<file path="src/rtl/smg_pkg.sv">
// Shared constants for the seven-segment scan controller: segment bit
// positions, the hex glyph table and the prescaler divisor helper.
package smg_pkg;

  localparam int unsigned SEG_A  = 0;
  localparam int unsigned SEG_B  = 1;
  localparam int unsigned SEG_C  = 2;
  localparam int unsigned SEG_D  = 3;
  localparam int unsigned SEG_E  = 4;
  localparam int unsigned SEG_F  = 5;
  localparam int unsigned SEG_G  = 6;
  localparam int unsigned SEG_DP = 7;

  // Active-high g..a glyphs, indexed by nibble value
  localparam logic [6:0] SEG_TABLE [16] = '{
    7'h3F, 7'h06, 7'h5B, 7'h4F, 7'h66, 7'h6D, 7'h7D, 7'h07,
    7'h7F, 7'h6F, 7'h77, 7'h7C, 7'h39, 7'h5E, 7'h79, 7'h71
  };

  function automatic int unsigned calc_div(input int unsigned clk_hz,
                                           input int unsigned scan_hz);
    return clk_hz / scan_hz;
  endfunction

endpackage

</file>
<file path="src/rtl/smg_scan_ctrl_if.sv">
// Display bus between a data source and the scan controller: packed digit
// nibbles and decimal points in, multiplexed digit/segment drive out.
interface smg_scan_ctrl_if #(
  parameter int unsigned DIGITS = 4
);
  logic [4*DIGITS-1:0] data;
  logic [DIGITS-1:0]   dp;
  logic [DIGITS-1:0]   smg_sig;
  logic [7:0]          smg_data;
  logic                rdsig_nextdata;

  modport master (
    output data, dp,
    input  smg_sig, smg_data, rdsig_nextdata
  );

  modport slave (
    input  data, dp,
    output smg_sig, smg_data, rdsig_nextdata
  );
endinterface

</file>
<file path="src/rtl/smg_hex_decode.sv">
// Combinational nibble-to-glyph decoder, active-high segments g..a.
module smg_hex_decode
  import smg_pkg::*;
(
  input  logic [3:0] nib_i,
  output logic [6:0] seg_o
);
  assign seg_o = SEG_TABLE[nib_i];
endmodule

</file>
<file path="src/rtl/smg_scan_ctrl.sv">
// Multiplexed seven-segment scan controller with per-slot anti-ghost blanking,
// frame-synchronous shadow registers and optional leading-zero suppression.
module smg_scan_ctrl
  import smg_pkg::*;
#(
  parameter int unsigned CLK_HZ      = 50_000_000,
  parameter int unsigned SCAN_HZ     = 1000,
  parameter int unsigned DIGITS      = 4,
  parameter int unsigned BLANK_CYC   = 500,
  parameter bit          ACT_LOW     = 1'b1,
  parameter bit          LZ_SUPPRESS = 1'b1
) (
  input logic            clk_50MHz,
  input logic            rst,
  smg_scan_ctrl_if.slave bus
);
  localparam int unsigned DIV = calc_div(CLK_HZ, SCAN_HZ);
  localparam int unsigned CW  = $clog2(DIV);
  localparam int unsigned IW  = $clog2(DIGITS);

  logic [CW-1:0]       cnt_q, cnt_d;
  logic [IW-1:0]       idx_q, idx_d;
  logic [4*DIGITS-1:0] sh_data_q, sh_data_d;
  logic [DIGITS-1:0]   sh_dp_q, sh_dp_d;
  logic                rdsig_q, rdsig_d;
  logic [DIGITS-1:0]   sig_q, sig_d;
  logic [7:0]          seg_q, seg_d;
  logic                tick, frame;
  logic [3:0]          nib;
  logic [6:0]          seg7;
  logic [DIGITS-1:0]   lz_blank;
  logic                all_zero;
  logic [DIGITS-1:0]   sig_act;
  logic [7:0]          seg_act;

  always_comb begin
    tick      = (cnt_q == CW'(DIV - 1));
    frame     = tick && (idx_q == IW'(DIGITS - 1));
    cnt_d     = tick ? '0 : cnt_q + 1'b1;
    idx_d     = idx_q;
    sh_data_d = sh_data_q;
    sh_dp_d   = sh_dp_q;
    if (tick) idx_d = frame ? '0 : idx_q + 1'b1;
    if (frame) begin
      sh_data_d = bus.data;
      sh_dp_d   = bus.dp;
    end
    rdsig_d = (cnt_d == CW'(DIV - 1)) && (idx_d == IW'(DIGITS - 1));
  end

  // Outputs are registered from next-state values so each one lines up with
  // the cnt/idx/shadow state that is current in the cycle it is visible.
  assign nib = sh_data_d[{idx_d, 2'b00} +: 4];

  smg_hex_decode u_dec (
    .nib_i (nib),
    .seg_o (seg7)
  );

  always_comb begin
    lz_blank = '0;
    all_zero = 1'b1;
    for (int unsigned i = DIGITS - 1; i >= 1; i--) begin
      all_zero    = all_zero && (sh_data_d[4*i +: 4] == 4'h0) && !sh_dp_d[i];
      lz_blank[i] = all_zero;
    end

    sig_act        = '0;
    sig_act[idx_d] = 1'b1;
    seg_act        = {1'b0, seg7};
    seg_act[SEG_DP] = sh_dp_d[idx_d];
    if (LZ_SUPPRESS && lz_blank[idx_d]) seg_act = '0;

    sig_d = sig_act;
    seg_d = seg_act;
    if (cnt_d < CW'(BLANK_CYC)) begin
      sig_d = '0;
      seg_d = '0;
    end
  end

  always_ff @(posedge clk_50MHz) begin
    if (rst) begin
      cnt_q     <= '0;
      idx_q     <= '0;
      sh_data_q <= '0;
      sh_dp_q   <= '0;
      rdsig_q   <= 1'b0;
      sig_q     <= {DIGITS{ACT_LOW}};
      seg_q     <= {8{ACT_LOW}};
    end else begin
      cnt_q     <= cnt_d;
      idx_q     <= idx_d;
      sh_data_q <= sh_data_d;
      sh_dp_q   <= sh_dp_d;
      rdsig_q   <= rdsig_d;
      sig_q     <= sig_d ^ {DIGITS{ACT_LOW}};
      seg_q     <= seg_d ^ {8{ACT_LOW}};
    end
  end

  assign bus.smg_sig        = sig_q;
  assign bus.smg_data       = seg_q;
  assign bus.rdsig_nextdata = rdsig_q;

endmodule

</file>
<file path="src/flat_wrapper.sv">
// flat-port wrapper written by rule: the top's interface ports become plain ports
module smg_scan_ctrl_flat import smg_pkg::*;
#(
  parameter int unsigned CLK_HZ      = 50_000_000,
  parameter int unsigned SCAN_HZ     = 1000,
  parameter int unsigned DIGITS      = 4,
  parameter int unsigned BLANK_CYC   = 500,
  parameter bit          ACT_LOW     = 1'b1,
  parameter bit          LZ_SUPPRESS = 1'b1
)
  (clk_50MHz, rst, bus_data, bus_dp, bus_smg_sig, bus_smg_data, bus_rdsig_nextdata);
  smg_scan_ctrl_if #(.DIGITS(DIGITS)) bus_i ();
  input logic clk_50MHz;
  input logic rst;
  input wire logic [$bits(bus_i.data)-1:0] bus_data;
  input wire logic [$bits(bus_i.dp)-1:0] bus_dp;
  output wire logic [$bits(bus_i.smg_sig)-1:0] bus_smg_sig;
  output wire logic [$bits(bus_i.smg_data)-1:0] bus_smg_data;
  output wire logic [$bits(bus_i.rdsig_nextdata)-1:0] bus_rdsig_nextdata;
  assign bus_i.data = bus_data;
  assign bus_i.dp = bus_dp;
  assign bus_smg_sig = bus_i.smg_sig;
  assign bus_smg_data = bus_i.smg_data;
  assign bus_rdsig_nextdata = bus_i.rdsig_nextdata;
  smg_scan_ctrl #(.CLK_HZ(CLK_HZ), .SCAN_HZ(SCAN_HZ), .DIGITS(DIGITS), .BLANK_CYC(BLANK_CYC), .ACT_LOW(ACT_LOW), .LZ_SUPPRESS(LZ_SUPPRESS)) u_core (.clk_50MHz(clk_50MHz), .rst(rst), .bus(bus_i));
endmodule
</file>
<file path="config.mk">
export PLATFORM = sky130hd
export DESIGN_NAME = smg_scan_ctrl_flat
export DESIGN_NICKNAME = d
export VERILOG_FILES = /design/src/rtl/smg_pkg.sv /design/src/rtl/smg_scan_ctrl_if.sv /design/src/rtl/smg_hex_decode.sv /design/src/rtl/smg_scan_ctrl.sv /design/src/flat_wrapper.sv
export SDC_FILE = /design/constraint.sdc
export NUM_CORES = 1
export LEC_CHECK = 0
export BUFFER_PORTS_ARGS = -buffer_cell sky130_fd_sc_hd__buf_2
export CORE_ASPECT_RATIO = 0.75
export CORE_UTILIZATION = 50
export CTS_BUF_LIST = sky130_fd_sc_hd__clkbuf_8
export DETAILED_ROUTE_END_ITERATION = 8
export PLACE_DENSITY = 0.7
export SETUP_SLACK_MARGIN = 0.4
export SLEW_MARGIN = 40
export SYNTH_ARGS = -nofsm -noshare
export SYNTH_HDL_FRONTEND = slang
export SYNTH_SLANG_ARGS = --single-unit
</file>
<file path="constraint.sdc">
create_clock -name clk_50MHz -period 11.5 [get_ports clk_50MHz]
set_clock_uncertainty 0.1 [all_clocks]
set_input_delay 2.3 -clock clk_50MHz [delete_from_list [all_inputs] [get_ports clk_50MHz]]
set_output_delay 2.3 -clock clk_50MHz [all_outputs]
set_load 0.03 [all_outputs]
</file>
==> metrics.md, run 1 <==
| Metric | Value |
|---|---|
| Worst EP required | 11600 ps |
| Area Overhead vs Synth | 8.91% |
| Clk sink count | 51 |
| Number of enable-type register cells in the synthesized netlist | 0 |
| Synth Instances | 331 |
| Area of the mapped netlist | 2890 sq um |
| Fin Setup TNS | 0 ps |
| Net Count, Synth | 361 |
| Fraction of registers with async set/reset | 0 |
| Initial antenna violation count | 0 |
| Post-CTS resize count | 0 |
| CP max stage delay | 640 ps |
| Pwr dens | 92.6 nW/um^2 |
| VDD IR max | 0.0687 mV |
| Library cells used by synthesis | 58 |
| Vias in the first global route | 2081 |
| DR iter-0 viols | 106 |
| CP Cell Sequence | ha_1 > nand3_1 > nor4_4 > mux2i_2 > mux2i_1 > mux2i_1 > a21oi_1 > inv_1 > ha_1 > mux4_2 > nand2b_1 |
| Chip Width | 89.9 um |
| Fmax | 230 MHz |
| Inserted Clock Buffers | 5 |
| Largest fanout on the critical path | 9 |
| Synth Area per Inst | 8.74 sq um |
| Port bufs | 34 |
| Vias | 2420 |
| Final nets | 381 |
| Endpoints failing setup | 0 |
| Die H | 67.9 um |
| GRT met1 Usage | 0.346 |
| CTS root buf | clkbuf_8 |
| Status | finished clean |
| Cts-stage hold buffer count | 0 |
| Commonest non-fill, non-tap cell in the layout | dfxtp_1 |
| Slew @ Worst Pin | 754 ps |
| MaxCap Viol Count | 0 |
| Final period utilization | 0.378 |
| Global routing usage on met2 | 0.312 |
| Final Slew Violations | 0 |
| GRT Total Usage | 0.221 |
| Relative slew slack | 0.496 |
| Synth Warn # | 0 |
| TritonRoute pass-1 iters | 4 |
| Drt via density | 5.67 |
| Global placer's final weighted congestion | 0.853 |
| Post-route ant nets | 0 |
| DR WL/cell | 15.3 um |
| # fillers | 520 |
| Top FF cell, synth | dfxtp_1 |
| FF+latch count, synth | 51 |
| Deepest clock path buffer count | 2 |
| Crit. End Element | flip-flop |
| Post-route DRC | 0 |
| DP HPWL | 4710 um |
| Largest net degree at the start of global routing | 31 |
| First-pass GRT wire length | 10700 um |
| Core footprint | 5470 sq um |
| IO Count | 35 |
| TritonCTS clock tree | done |
| GR Overflow Total | 0 |
| Clk_lat worst skew | 300 ps |
| Most frequent cells in the layout | 51 x dfxtp_1, 48 x nand2_1, 34 x buf_2, 25 x nor2_1, 22 x mux2i_1 |
| Pleak | 1.22 nW |
| Fin. Hold Viols | 0 |
| Die area | 6100 sq um |
| Row Count | 23 |
| Worst setup SP type | flip-flop |
| Top Usage Layer GRT | met1 |
| HP Class | reg2reg |
| Final critical-path required period | 4350 ps |
| Diode count | 0 |
| RSZ-0062 raised after global routing | no |
| CTS clk-pin slew, worst paths | 100 ps |
| Worst Path Arrival | 4440 ps |
| Initial Util | 0.529 |
| Share of cells above drive strength 1 | 0.182 |
| Overall Power | 292 uW |
| Max H-tree Level | 2 |
| Crit-path slowest cell | mux2i_2 |
| Fin util | 0.576 |
| CP Class | reg2reg |
| Met3 usage | 0.0400 |
| WL final | 6550 um |
| Post-CTS Setup Bufs | 0 |
| Post-synthesis sequential area ratio | 0.353 |
[flip-flops by register name (all words and copies together), names as in the netlist]
name                       flops
u_core.bus.rdsig_nextdata      1
u_core.bus.smg_data            8
u_core.sh_dp_q                 4
u_core.bus.smg_sig             4
u_core.cnt_q                  16
u_core.idx_q                   2
u_core.sh_data_q              16
[through the flow]
| step | instances | area [sq um] | hold slack [ps] | setup slack [ps] |
|---|---|---|---|---|
| 2_1_floorplan | 331 | 2890 | 332 | 7380 |
| 3_3_place_gp | 419 | 3060 | 346 | 7080 |
| 3_5_place_dp | 419 | 3070 | 356 | 7030 |
| 4_1_cts | 427 | 3150 | 369 | 7180 |
| 5_1_grt | 427 | 3150 | 386 | 6850 |
| 6_report | 427 | 3150 | 369 | 7150 |
[per-layer routing]
metal,wire length [um],vias up
li1,-,1232
met1,3620,1133
met2,2630,53
met3,259,2
met4,27,0
met5,0,-
[power breakdown]
| part | switching (mW) | leakage (nW) | internal (mW) |
|---|---|---|---|
| Combinational | 0.00585 | 0.757 | 0.00425 |
| Sequential | 0.00146 | 0.412 | 0.177 |
| Clock | 0.0609 | 0.0477 | 0.0419 |
[logic make-up after synthesis]
group,after synthesis,synth area share
compound gates,59,0.152
xor+xnor,11,0.0333
fa+ha+maj,8,0.0346
buf+inv,31,0.0484
flops,51,0.353
mux,36,0.139
simple gates,135,0.240
[worst paths after layout]
kind              depth (start not counted)  slack (ps)                     end                 from
setup reg to reg                         11        7150  u_core.bus.smg_data[3]      u_core.cnt_q[0]
setup / recovery                         11        7150  u_core.bus.smg_data[3]      u_core.cnt_q[0]
hold / removal                            2         370     u_core.sh_data_q[0]  u_core.sh_data_q[0]
hold reg to reg                           2         370     u_core.sh_data_q[0]  u_core.sh_data_q[0]
[critical path, delay by kind of cell (launching register included)]
| family | cells | cell delay, ps |
|---|---|---|
| fa+ha+maj | 2 | 580 |
| compound gates | 1 | 390 |
| flops | 1 | 440 |
| simple gates | 3 | 1090 |
| mux | 4 | 1430 |
| buf+inv | 1 | 180 |
[area by class of cell]
cell class              instances  area (sq um)  area share
clock inverters                 3          15.0     0.00476
clock buffers                   5          68.8      0.0218
repair buffers                 34           170      0.0540
inverters                      10          37.5      0.0119
flip-flops and latches         51          1020       0.324
well taps                      75          93.8      0.0298
multi-input cells             249          1750       0.554
[cell usage after synthesis (4+ instances only)]
master,count,share of area
a21oi_1,20,0.035
and2_1,5,0.011
and3_1,4,0.0086
buf_4,4,0.010
clkbuf_1,15,0.019
dfxtp_1,51,0.35
ha_1,8,0.035
inv_1,10,0.013
mux2_2,7,0.027
mux2i_1,23,0.080
nand2_1,48,0.062
nand2b_1,4,0.0086
nand3_1,8,0.014
nand4_1,8,0.017
nor2_1,25,0.032
nor4_1,9,0.019
o21ai_0,8,0.014
or4_1,6,0.016
xnor2_1,8,0.024
(Power assumes the default switching activity.)
==> run 2: changes to the inputs <==
- ABC_AREA: not set -> 1
- PLACE_DENSITY: 0.7 -> 0.73
- clock period: 11.5 -> 3.68 ns (I/O delays scaled with it)
==> run 2 against run 1 <==
Net effect: total power rose to 3.2 times the previous value; sequential share of layout area fell by 1.8 points; first-iteration DRC count increased to 2.6 times the previous value; die area rose by 3.5%; clock power rose to 3.5 times the previous value; sequential cell count stayed put; combinational power grew to 3.2 times the previous value; design area rose by 6.0%; sequential power increased to 3.1 times the previous value; critical endpoint is now u_core.bus.smg_data[0]; largest cell class unchanged; highest routed layer unchanged.
==> metrics.md, run 2 <==
| Metric | Value |
|---|---|
| Post-CTS Setup Bufs | 0 (unchanged) |
| CP Class | reg2reg |
| R2r endpoint | u_core.bus.smg_data[0] |
| Share of the synthesized area in the top cell type | 0.341 (-0.0121) |
| Drt via density | 5.02 (-11%) |
| Vias | 2825 (+17%) |
| HP Class | reg2reg |
| Fmax | 337 MHz (+46%) |
| Top FF cell, synth | dfxtp_1 |
| DR iter-0 viols | 278 (+160%) |
| Multi-input logic area | 1680 sq um (-4.0%) |
| Crit. End Element | flip-flop |
| Fin Setup TNS | 0 ps (unchanged) |
| WL final | 6960 um (+6.3%) |
| MaxCap Viol Count | 0 (unchanged) |
| Synth Instances | 449 (+36%) |
| CP max stage delay | 360 ps (-280 ps) |
| TritonCTS clock tree | done |
| FF+latch count, synth | 51 (unchanged) |
| Fin. Hold Viols | 0 (unchanged) |
| Final period utilization | 0.807 (+0.429) |
| Final Slew Violations | 0 (unchanged) |
| Largest fanout on the critical path | 21 (+12) |
| Commonest non-fill, non-tap cell in the layout | nand2_1 |
| # fillers | 570 (+9.6%) |
| Synth Area per Inst | 6.67 sq um (-24%) |
| GRT Total Usage | 0.232 (+0.0106) |
| Reg2reg setup slack | 710 ps (-6440 ps) |
| Endpoints failing setup | 0 (unchanged) |
| Largest net degree at the start of global routing | 34 (+9.7%) |
| Relative slew slack | 0.637 (+0.141) |
| Diode count | 0 (unchanged) |
| Net Count, Synth | 479 (+33%) |
| Die H | 69.0 um (+1.7%) |
| Setup crit start | u_core.cnt_q[0] |
| Clk sink count | 51 (unchanged) |
| Final nets | 514 (+35%) |
| Post-route DRC | 0 (unchanged) |
| Crit path top cell by count | nand2_1 |
| Hold_ws | 357 ps (-12.4 ps) |
| Post-synth top area cell | dfxtp_1 |
| CTS root buf | clkbuf_8 |
| Worst reg2reg path depth | 18 (+7) |
| Worst setup SP type | flip-flop |
| Vias in the first global route | 2441 (+17%) |
| Worst Path Arrival | 3060 ps (-1380 ps) |
| Row Count | 24 (+4.3%) |
| Most frequent cells in the layout | 112 x nand2_1, 71 x nor2_1, 59 x inv_1, 51 x dfxtp_1 |
| Pleak | 1.60 nW (+32%) |
| Clk_lat worst skew | 300 ps (about the same) |
| Worst EP required | 3770 ps (-7830 ps) |
| Synth Warn # | 0 (unchanged) |
| Post-synth top cells | 112 x nand2_1, 71 x nor2_1, 59 x inv_1 |
| Port bufs | 34 (unchanged) |
| DR WL/cell | 12.4 um (-19%) |
| Top cells by area, synth | dfxtp_1 34%, nand2_1 14%, nor2_1 8.9% |
| Deepest clock path buffer count | 2 (unchanged) |
| Post-synthesis sequential area ratio | 0.341 (-0.0121) |
| Slew @ Worst Pin | 540 ps (-214 ps) |
| Area of the mapped netlist | 3000 sq um (+3.5%) |
| Library cells used by synthesis | 33 (-43%) |
| CP Capture Point | u_core.bus.smg_data[0] |
| Die area | 6310 sq um (+3.5%) |
| Crit-path slowest cell | dfxtp_1 |
| Global placer's final weighted congestion | 0.891 (+4.5%) |
| Initial Util | 0.517 (-0.0122) |
| Post-route ant nets | 0 (unchanged) |
| CP Cell Sequence | ha_1 > nand3_2 > nor2_2 > buf_4 > nand3_4 > nand2_1 > nand3_1 > nand2_1 > nand2_1 > nand2_1 > inv_1 > ha_1 > inv_1 > nand3_1 > nand2_1 > nor2_1 > nor2_1 > nand2_1 |
| GR Overflow Total | 0 (unchanged) |
| Max H-tree Level | 2 (unchanged) |
| VDD IR max | 0.160 mV (+130%) |
| Chip Width | 91.4 um (+1.7%) |
| Final critical-path required period | 2970 ps (-1380 ps) |
| Number of enable-type register cells in the synthesized netlist | 0 (unchanged) |
| First-pass GRT wire length | 11600 um (+8.9%) |
| Core footprint | 5800 sq um (+6.0%) |
| Fraction of registers with async set/reset | 0 (unchanged) |
| IO Count | 35 (unchanged) |
| Most frequent cell after synthesis | nand2_1 |
| Status | finished clean |
| RSZ-0062 raised after global routing | no |
| Inserted Clock Buffers | 5 (unchanged) |
| TritonRoute pass-1 iters | 5 (+1) |
| RR Startpoint | u_core.cnt_q[0] |
| Area Overhead vs Synth | 11.5% |
| Initial antenna violation count | 0 (unchanged) |
| Pwr dens | 283 nW/um^2 (+210%) |
| DP HPWL | 5400 um (+15%) |
| CTS clk-pin slew, worst paths | 90 ps (about the same) |
| Reg area | 1020 sq um (unchanged) |
| Share of cells above drive strength 1 | 0.192 (+0.00993) |
[run 2: layout make-up]
cell class,count,share of cell area
multi-input combinational,323,0.501
clock buffer,7,0.0288
inverter,66,0.0749
sequential,51,0.306
clock inverter,1,0.00225
tap,78,0.0292
timing repair buffer,37,0.0577
[run 2: critical path, delay by kind of cell, from the launching register on]
family,cells,cell delay [ps]
adder cells (fa/ha/maj),2,450
buffers and inverters,3,420
flip-flops,1,360
AND/OR/NAND/NOR,13,1530
[run 2: cells by family (layout without fill, tap and decap cells)]
group                      count (synthesis)  count (layout)  synth area share
xor gates and xnor gates                   5               5            0.0146
and+or+nand+nor                          285             285             0.462
adders and majority gates                  8               8            0.0334
AOI/OAI and AO/OA                         25              25            0.0463
DFF                                       51              51             0.341
buffers and inverters                     75             111             0.103
[run 2: routing by layer]
layer | GRT usage | share of wire | vias up
met4 | 0.0547 | 0.0085 | 0
met2 | 0.308 | 0.38 | 90
met3 | 0.0430 | 0.057 | 9
met5 | 0 | 0 | -
met1 | 0.375 | 0.55 | 1248
li1 | - | - | 1478
[run 2: what timing repair did]
action | 4_1_cts | 5_1_grt
hold buffers | 0 | 0
resized for setup | 0 | 1
endpoints found under the setup margin | 0 | 6
[run 2: worst min-delay path by stage]
stage | startpoint | endpoint | slack, ps | cells past startpoint
after floorplan | u_core.cnt_q[0] | u_core.cnt_q[0] | 320 | 1
after global placement | u_core.cnt_q[0] | u_core.cnt_q[0] | 330 | 1
after detailed placement | u_core.cnt_q[0] | u_core.cnt_q[0] | 340 | 1
after CTS | u_core.cnt_q[0] | u_core.cnt_q[0] | 360 | 1
after global routing | u_core.cnt_q[0] | u_core.cnt_q[0] | 380 | 1
final | u_core.cnt_q[0] | u_core.cnt_q[0] | 360 | 1
[run 2: power by group]
| group | switching [mW] | internal, mW |
|---|---|---|
| Clock | 0.186 | 0.171 |
| Combinational | 0.0200 | 0.0127 |
| Sequential | 0.00222 | 0.554 |
[run 2: through the flow]
| step | util | worst slack, ps | power [mW] | instances | cell area [sq um] |
|---|---|---|---|---|---|
| after floorplan | - | 1220 | 0.584 | 449 | 3000 |
| after global placement | 0.557 | 700 | 0.602 | 555 | 3230 |
| after detailed placement | 0.557 | 628 | 0.602 | 555 | 3230 |
| after CTS | 0.575 | 578 | 0.955 | 563 | 3330 |
| after global routing | 0.576 | 432 | 0.984 | 563 | 3340 |
| final | 0.576 | 710 | 0.946 | 563 | 3340 |
